===== src/rtl/fetch_wavepool_pkg.sv =====
// Shared sizing, wave_tag field positions and error-bit indices for the
// per-wavefront instruction pool.
package fetch_wavepool_pkg;

  localparam int NUM_WF = 8;
  localparam int DEPTH  = 4;
  localparam int WFID_W = 6;

  localparam int PTR_W = $clog2(DEPTH);
  localparam int CNT_W = PTR_W + 1;

  localparam int TAG_W       = 39;
  localparam int TAG_WFID_LO = 0;
  localparam int TAG_WFID_HI = 5;
  localparam int TAG_PC_LO   = 6;
  localparam int TAG_PC_HI   = 37;

  localparam int ERR_OVF = 0;
  localparam int ERR_UDF = 1;

  typedef struct packed {
    logic [31:0] pc;
    logic [31:0] instr;
  } entry_t;

endpackage


===== src/rtl/wave_instr_fifo.sv =====
// Single-wavefront instruction FIFO. The caller only asserts push when not
// full and pop when not empty; flush wins over both.
module wave_instr_fifo
  import fetch_wavepool_pkg::*;
(
  input  logic             clk,
  input  logic             rst,
  input  logic             push,
  input  logic             pop,
  input  logic             flush,
  input  entry_t           wr_data,
  output entry_t           head,
  output logic [CNT_W-1:0] count,
  output logic             full,
  output logic             empty
);

  entry_t           mem [DEPTH];
  logic [PTR_W-1:0] rd_ptr;
  logic [PTR_W-1:0] wr_ptr;

  // NOTE: rst is synchronous, so it lives inside the clocked branch, not the sensitivity list.
  always_ff @(posedge clk) begin
    if (!rst || flush) begin
      rd_ptr <= '0;
      wr_ptr <= '0;
      count  <= '0;
    end else begin
      if (push) wr_ptr <= wr_ptr + PTR_W'(1);
      if (pop)  rd_ptr <= rd_ptr + PTR_W'(1);
      if (push && !pop)      count <= count + CNT_W'(1);
      else if (pop && !push) count <= count - CNT_W'(1);
    end
  end

  // NOTE: storage is deliberately not reset; count and pointers alone decide validity.
  always_ff @(posedge clk) begin
    if (push) mem[wr_ptr] <= wr_data;
  end

  assign head  = mem[rd_ptr];
  assign full  = (count == CNT_W'(DEPTH));
  assign empty = (count == '0);

endmodule


===== src/rtl/fetch_wavepool.sv =====
// Per-wavefront instruction queues between the instruction buffer and issue:
// wfid decode, flush/write/read priority, read mux and registered read port.
module fetch_wavepool
  import fetch_wavepool_pkg::*;
(
  input  logic              clk,
  input  logic              rst,
  input  logic              fetchwave_ack,
  input  logic [31:0]       wave_instr,
  input  logic [TAG_W-1:0]  wave_tag,
  output logic [NUM_WF-1:0] wf_ready,
  output logic [NUM_WF-1:0] wf_nonempty,
  input  logic              rd_en,
  input  logic [WFID_W-1:0] rd_wfid,
  output logic              rd_data_valid,
  output logic [31:0]       rd_instr,
  output logic [31:0]       rd_pc,
  input  logic              flush_en,
  input  logic [WFID_W-1:0] flush_wfid,
  output logic [1:0]        err
);

  logic [WFID_W-1:0] wr_wfid;
  entry_t            wr_data;
  logic              unused_tag_rsv;

  assign wr_wfid        = wave_tag[TAG_WFID_HI:TAG_WFID_LO];
  assign wr_data.pc     = wave_tag[TAG_PC_HI:TAG_PC_LO];
  assign wr_data.instr  = wave_instr;
  assign unused_tag_rsv = wave_tag[TAG_W-1];

  logic [NUM_WF-1:0] push, pop, flush, full, empty;
  entry_t            head  [NUM_WF];
  logic [CNT_W-1:0]  count [NUM_WF];

  entry_t rd_sel;
  logic   ovf, udf;

  // NOTE: every always_comb output gets a default first, so no path can infer a latch.
  always_comb begin
    ovf    = fetchwave_ack && (wr_wfid >= WFID_W'(NUM_WF));
    udf    = rd_en && (rd_wfid >= WFID_W'(NUM_WF));
    rd_sel = '0;
    push   = '0;
    pop    = '0;
    flush  = '0;
    for (int i = 0; i < NUM_WF; i++) begin
      flush[i] = flush_en && (flush_wfid == WFID_W'(i));
      // A flushed wavefront swallows its same-cycle write and read silently.
      if (fetchwave_ack && (wr_wfid == WFID_W'(i)) && !flush[i]) begin
        push[i] = !full[i];
        if (full[i]) ovf = 1'b1;
      end
      if (rd_en && (rd_wfid == WFID_W'(i)) && !flush[i]) begin
        pop[i] = !empty[i];
        if (empty[i]) udf = 1'b1;
      end
      if (pop[i]) rd_sel = head[i];
    end
  end

  for (genvar g = 0; g < NUM_WF; g++) begin : g_fifo
    wave_instr_fifo u_fifo (
      .clk     (clk),
      .rst     (rst),
      .push    (push[g]),
      .pop     (pop[g]),
      .flush   (flush[g]),
      .wr_data (wr_data),
      .head    (head[g]),
      .count   (count[g]),
      .full    (full[g]),
      .empty   (empty[g])
    );

    assign wf_ready[g]    = (count[g] <= CNT_W'(DEPTH - 2));
    assign wf_nonempty[g] = !empty[g];
  end

  always_ff @(posedge clk) begin
    if (!rst) begin
      rd_data_valid <= 1'b0;
      rd_instr      <= '0;
      rd_pc         <= '0;
      err           <= '0;
    end else begin
      rd_data_valid <= |pop;
      if (|pop) begin
        rd_instr <= rd_sel.instr;
        rd_pc    <= rd_sel.pc;
      end
      if (ovf) err[ERR_OVF] <= 1'b1;
      if (udf) err[ERR_UDF] <= 1'b1;
    end
  end

endmodule


===== config.mk =====
export PLATFORM = sky130hd
export DESIGN_NAME = fetch_wavepool
export DESIGN_NICKNAME = d
export VERILOG_FILES = /design/src/rtl/fetch_wavepool_pkg.sv /design/src/rtl/wave_instr_fifo.sv /design/src/rtl/fetch_wavepool.sv
export SDC_FILE = /design/constraint.sdc
export NUM_CORES = 2
export LEC_CHECK = 0
export ABC_AREA = 1
export CELL_PAD_IN_SITES_DETAIL_PLACEMENT = 0
export CELL_PAD_IN_SITES_GLOBAL_PLACEMENT = 1
export CORE_MARGIN = 2
export CORE_UTILIZATION = 30
export CTS_CLUSTER_SIZE = 28
export DETAILED_ROUTE_END_ITERATION = 12
export PLACE_DENSITY_LB_ADDON = 0.3
export SLEW_MARGIN = 20
export SYNTH_ARGS = -nofsm -noshare
export SYNTH_HDL_FRONTEND = slang
export SYNTH_SLANG_ARGS = --single-unit

===== constraint.sdc =====
create_clock -name clk -period 11.8 [get_ports clk]
set_input_delay 2.36 -clock clk [delete_from_list [all_inputs] [get_ports clk]]
set_output_delay 2.36 -clock clk [all_outputs]
set_load 0.01 [all_outputs]

---- Word-level counts from Yosys, hierarchy flattened ----
Memories as Yosys holds them, arrays and structs flattened. A register that Yosys moved wholly into a read port is not among the register bits.
Cells that the tools add are included.
storage, ports and cells
  bits in latches ......................... 0
  ROM bits ................................ 0
  output and inout port bits .............. 83
  memories kept ........................... 8
  logic and storage cells ................. 339
  bits of input ports ..................... 88
  memory bits (writable) .................. 2048
  bits in registers ....................... 123
cells by class
  eq/ne operators ......................... 29
  shift-type cells ........................ 0
  muxes and demuxes ....................... 104
  reduce and logical (&&, ||, !) cells .... 127
  $lt $le $gt $ge ......................... 10
  add/subtract/negate cells ............... 32
  divide/modulo/power cells ............... 0
  bitwise logic cells ..................... 0
  $mul .................................... 0
memory list
  memory                words  width  rd ports  clocked after memory_dff  write ports  line                   source
  g_fifo[0].u_fifo.mem  4      64     1         1                         1            wave_instr_fifo.sv:18  entry_t mem [DEPTH];
  g_fifo[1].u_fifo.mem  4      64     1         1                         1            wave_instr_fifo.sv:18
  g_fifo[2].u_fifo.mem  4      64     1         1                         1            wave_instr_fifo.sv:18
  g_fifo[3].u_fifo.mem  4      64     1         1                         1            wave_instr_fifo.sv:18
  g_fifo[4].u_fifo.mem  4      64     1         1                         1            wave_instr_fifo.sv:18
  g_fifo[5].u_fifo.mem  4      64     1         1                         1            wave_instr_fifo.sv:18
  2 more memories       n/a    n/a    n/a       n/a                       n/a          n/a
operator list
  cell                                                  number
  two-way mux 64 bit                                    8
  == test 6 x 3 -> 1 bit (second input constant)        12
  two-way mux 1 bit                                     64
  logical AND 1 bit                                     58
  two-way mux 3 bit                                     16
  logical NOT 1 bit                                     41
  == test 6 x 2 -> 1 bit (second input constant)        6
  adder 2 x 1 -> 2 bit (second input constant)          16
  two-way mux 2 bit                                     16
  adder 3 x 1 -> 3 bit (second input constant)          8
  == test 3 bit (second input constant)                 8
  <= comparator 3 x 2 -> 1 bit (second input constant)  8
  logical NOT 3 bit                                     8
  subtractor 3 x 1 -> 3 bit (second input constant)     8
  == test 6 x 1 -> 1 bit (second input constant)        3
  logical NOT 6 bit                                     3
  nonzero test 2 bit                                    8
  >= comparator 6 x 4 -> 1 bit (second input constant)  2
  logical OR 1 bit                                      8
  OR reduction 8 bit                                    1

---- Logic depth before layout (Yosys ltp) ----
  depth in word-level cells ............... 19
  gate-level depth with buffers ........... 15

---- Modules after synthesis ----
From an unflattened synthesis, not the netlist that was laid out.
second synthesis, totals
  cells, all modules ...................... 6813
  area total of the unflattened synthesis .. 86609.3 µm²
modules (own cells, without submodules)
  module           area each (µm²)  cells an instance  instances
  wave_instr_fifo  9957.0           680                8
  fetch_wavepool   6952.9           1373               1

---- Worst setup path before layout ----
No wires, ideal clock.
  path type ............................... input to register
  start ................................... in wave_tag[4]
  end ..................................... mem g_fifo[7].u_fifo.mem[0][0] (netlist name) (enable)
  setup time .............................. 0.486 ns
  data required time ...................... 11.314 ns
  stages on the path ...................... 9
  path slack .............................. 5.363 ns
  data arrival time ....................... 5.950 ns
  path buffers ............................ 0
  cell sequence ........................... inv_1 > nand2_1 > nor2_1 > nand3_1 > nor3_1 > inv_1 > nor2_1 > inv_1 > nor2_1
between the ends
  longest elaborated chain between the ends .. 6
ends and longest elaborated chain
  element                                  line                   source
  from (decl)                              fetch_wavepool.sv:10   input logic [TAG_W-1:0] wave_tag,
  == test 6 x 3 -> 1 bit                   fetch_wavepool.sv:50   if (fetchwave_ack && (wr_wfid == WFID_W'(i)) && !flush[i]) begin
  logical AND 1 bit (2 in a row)           fetch_wavepool.sv:50
  two-way mux 1 bit                        fetch_wavepool.sv:50
  named net g_fifo[7].u_fifo.push          wave_instr_fifo.sv:8   input logic push,
  two-way mux 1 bit                        wave_instr_fifo.sv:38  if (push) mem[wr_ptr] <= wr_data;
  two-way mux 1 bit (implied by the code)  wave_instr_fifo.sv:38
  to (decl)                                wave_instr_fifo.sv:18
The timed path passes the listed nets, and every way through them passes these cells.

---- Final worst setup path ----
  start ................................... in flush_en
  end ..................................... mem g_fifo[2].u_fifo.mem[0][36] (netlist name) (enable)
between the ends
  longest elaborated chain between the ends .. 6
ends and longest elaborated chain
  element                                  line                   source
  from (decl)                              fetch_wavepool.sv:18   input logic flush_en,
  logical AND 1 bit                        fetch_wavepool.sv:48   flush[i] = flush_en && (flush_wfid == WFID_W'(i));
  logical NOT 1 bit                        fetch_wavepool.sv:50
  logical AND 1 bit                        fetch_wavepool.sv:50
  two-way mux 1 bit                        fetch_wavepool.sv:50
  named net g_fifo[2].u_fifo.push          wave_instr_fifo.sv:8
  two-way mux 1 bit                        wave_instr_fifo.sv:38
  two-way mux 1 bit (implied by the code)  wave_instr_fifo.sv:38
  to (decl)                                wave_instr_fifo.sv:18
The timed path passes the listed nets, and every way through them passes these cells.

==> flow_summary.json <==
{
  "outcome": "finished clean",
  "path_max_fanout": 43,
  "multi_input_area_um2": 19700,
  "port_buffers": 169,
  "p_clk_share_pct": 44.3,
  "critPathMaxStageDelay_ns": 0.95,
  "core_area_um2": 288000,
  "p_switching_mw": 3.18,
  "synthesis.nets": 7200,
  "fillerInstances": 28000,
  "grt_pass1_vias": 53600,
  "cts_htree_levels": 4,
  "cts_buffers": 224,
  "dieWidth_um": 541,
  "synth_edf_count": 2048,
  "routed_wl_mm": 273,
  "drive_above_1_share_pct": 8.06,
  "power_leakage_nw": 33.8,
  "globalRouteOverflowTotal": 0,
  "p_sw_share_pct": 20.4,
  "cts_root_buffer": "clkbuf_16",
  "critPathArrivalTime_ns": 6.16,
  "grt_max_degree": 84,
  "drv_slew": 0,
  "first_pass_iters": 8,
  "cp_num_buf_inv": 4,
  "cts_tree": "built",
  "timing.final.hold_violations": 0,
  "start_util_pct": 30.1,
  "post-dp-hpwl_mm": 157,
  "drt-initial-drc-count": 6055,
  "worstHoldStart": "g_fifo[0].u_fifo.rd_ptr[1]",
  "power.density_nw_per_um2": 156,
  "slowest_stage": "buf_4",
  "crit_chain": "clkdlybuf4s50_1 > nand2_1 > nor2_2 > nand3_1 > nand2_1 > nor2_1 > inv_1 > nor2_1 > inv_1 > nor2_4 > buf_4",
  "area_growth_pct": 15.0,
  "drc_errors": 0,
  "r2r_cells": 13,
  "synthArstFlopShare_pct": 0,
  "grt_setup_unrepaired": "no",
  "wl_per_cell_um": 24.4,
  "rr_startpoint": "g_fifo[6].u_fifo.count[0]",
  "max_cap_viol_count": 0,
  "synth-seq-cells": 2187,
  "syn_avg_cell_area_um2": 12.3,
  "slew_headroom_pct": 20.0,
  "p_comb_share_pct": 1.2,
  "antenna_found_initial": 36,
  "crit_start": "flush_en",
  "die_h_um": 541,
  "holdCritPathClass": "reg2reg",
  "power_mw": 15.6,
  "die_area_um2": 293000,
  "skew_ns": 0.0500,
  "period_share_pct": 48.4,
  "post_cts_resized": 0,
  "pre_cts_slack_ns": 5.22,
  "vdd_drop_max_uv": 167,
  "yosys_most_used_dff": "edfxtp_1",
  "grt_pass1_wl_mm": 389,
  "cts_buffer_depth": 3,
  "gp_congestion": 0.785,
  "ys_warn_count": 0,
  "row_count": 197,
  "grt_usage_pct": 18.2,
  "regArea_um2": 64300,
  "detail-route-antenna-nets": 0,
  "fmax_mhz": 175,
  "power_frac_seq_pct": 54.5,
  "synthCells": 7064,
  "cts_hold_buf": 0,
  "r2r_slack_ns": 8.04,
  "fin_tns_setup_ns": 0,
  "cp_data_required_time_ns": 12.25,
  "insertion_delay_ns": 0.87,
  "timing_worst_setup_path_type": "in2reg",
  "worst_setup_path_start_kind": "input pin",
  "io-pin-count": 171,
  "vias": 56300,
  "routed_via_density": 5.04,
  "clkSlewWorstSetupHoldPaths_ns": 0.06,
  "synth_top_area_share_pct": 71.0,
  "holdPathStages": 1,
  "cts_setup_buffers": 0,
  "r2r_end": "rd_pc[4]",
  "finalSetupViolCount": 0,
  "synthTopCellsByArea": "edfxtp_1, nor2_1, o21ai_0, nand2_1, dfxtp_1",
  "seq_area_frac_synth_pct": 74.3,
  "ys_types": 45,
  "synth_largest_area_cell": "edfxtp_1",
  "nets": 7326,
  "end_kind": "flip-flop",
  "p_int_mw": 12.4,
  "worst_pin_slew_ns": 1.20,
  "finalWorstPathRequiredPeriod_ns": 5.71,
  "crit_family": "simple AND/OR/NAND/NOR gates",
  "syn-cell-area_um2": 86600,
  "worst_slack_ns": 6.09,
  "cts_sinks": 2187
}
==> cell usage in the layout, fill, tap and decap left out, types with 51 or more instances in the layout <==
cell	Yosys	layout
edfxtp_1	2048	2048
nor2_1	1386	1354
o21ai_0	914	914
nand2_1	870	870
inv_1	304	294
a21oi_1	261	261
o22ai_1	259	259
clkbuf_16	0	225
buf_4	5	137
clkdlybuf4s50_1	0	124
dfxtp_1	139	123
nand3_1	116	114
clkbuf_1	299	57
nand4_1	53	53
clkinv_1	3	51
==> registers in the layout, indices dropped and copies added, names as in the netlist, named ones only <==
signal                cells
g_fifo.u_fifo.mem      2048
rd_data_valid             1
g_fifo.u_fifo.wr_ptr     16
rd_instr                 32
g_fifo.u_fifo.count      24
rd_pc                    32
err                       2
g_fifo.u_fifo.rd_ptr     16
==> final cells by class <==
type | instances | area share [%]
Sequential cell | 2187 | 64.6
Multi-Input combinational cell | 4153 | 19.7
Clock buffer | 294 | 6.04
Tap cell | 3781 | 4.75
Timing Repair Buffer | 307 | 2.53
Inverter | 317 | 1.22
Clock inverter | 127 | 1.09
Antenna cell | 7 | 0.0176
==> worst max-delay path by stage <==
stage / cells after the start / end / slack, ns
3_3_place_gp: 11 / g_fifo[0].u_fifo.mem[0][37] / 5.22
5_1_grt: 12 / g_fifo[1].u_fifo.mem[0][19] / 5.79
3_5_place_dp: 12 / g_fifo[1].u_fifo.mem[0][38] / 5.22
4_1_cts: 12 / g_fifo[1].u_fifo.mem[0][19] / 6.12
2_1_floorplan: 9 / g_fifo[7].u_fifo.mem[0][0] / 5.36
6_report: 11 / g_fifo[2].u_fifo.mem[0][36] / 6.09
==> power by group through the flow <==
stage          Sequential, mW  Clock [mW]  Combinational, mW
6_report                 8.48        6.89              0.185
5_1_grt                  8.48        7.31              0.204
4_1_cts                  8.49        7.02              0.195
3_5_place_dp             8.65           0              0.195
3_3_place_gp             8.65           0              0.190
2_1_floorplan            8.65           0             0.0323
==> synth_stat cells (4+ instances only) <==
cell,number
edfxtp_1,2048
nor2_1,1386
o21ai_0,914
nand2_1,870
inv_1,304
clkbuf_1,299
a21oi_1,261
o22ai_1,259
dfxtp_1,139
nand3_1,116
buf_2,68
nand4_1,53
ha_1,40
o211ai_1,33
nor3_1,29
a32o_1,28
buf_1,28
o21ai_1,28
o221ai_1,21
o22a_1,14
xor2_1,14
a22oi_1,12
a211oi_1,11
inv_2,10
nor2_2,9
a31oi_1,8
fa_1,8
buf_6,7
nand3_2,6
buf_4,5
nor3b_1,5
nand2_2,4
nor2_4,4
nor4_1,4
==> logic make-up (layout without fill, tap and decap cells) <==
kind of cell / after synthesis / after routing / synth area share [%]
AOI/OAI and AO/OA: 1601 / 1601 / 10.2
xor gates and xnor gates: 15 / 15 / 0.152
adders and majority gates: 48 / 48 / 0.763
buffers and inverters: 724 / 1045 / 3.32
DFF: 2187 / 2187 / 74.3
other: 0 / 7 / 0
and+or+nand+nor: 2489 / 2489 / 11.3
==> worst register-to-register path: stages, from the launching register on <==
cell and delay (ns):
dfxtp_1 0.38, nor3_1 0.28, inv_1 0.12, nand3_2 0.08, buf_4 0.48, nand2_2 0.52
nor2_2 0.21, nand2_2 0.05, buf_4 0.34, inv_2 0.83, nor2_1 0.13, nand3_1 0.15
nand2_1 0.06, inv_1 0.05
==> per-layer routing <==
metal | share of wire [%] | wire length [um] | up-vias | global-route usage, %
li1 | - | - | 25500 | -
met1 | 45 | 122000 | 28600 | 25.4
met2 | 47 | 127000 | 1786 | 29.7
met3 | 6.0 | 16300 | 383 | 2.34
met4 | 2.7 | 7490 | 0 | 5.27
met5 | 0 | 0 | - | 0
==> through the flow <==
| stage | utilization (%) | cell area, um2 | hold WS (ns) | instances |
|---|---|---|---|---|
| global placement | 32.2 | 92700 | 0.420 | 10700 |
| CTS | 34.7 | 99700 | 0.441 | 11200 |
| global route | 34.6 | 99500 | 0.448 | 11200 |
| finish | 34.6 | 99600 | 0.444 | 11200 |
| floorplan | - | 86600 | 0.412 | 7064 |
| detailed placement | 32.2 | 92600 | 0.432 | 10700 |
Power figures use the tool's default switching activity.
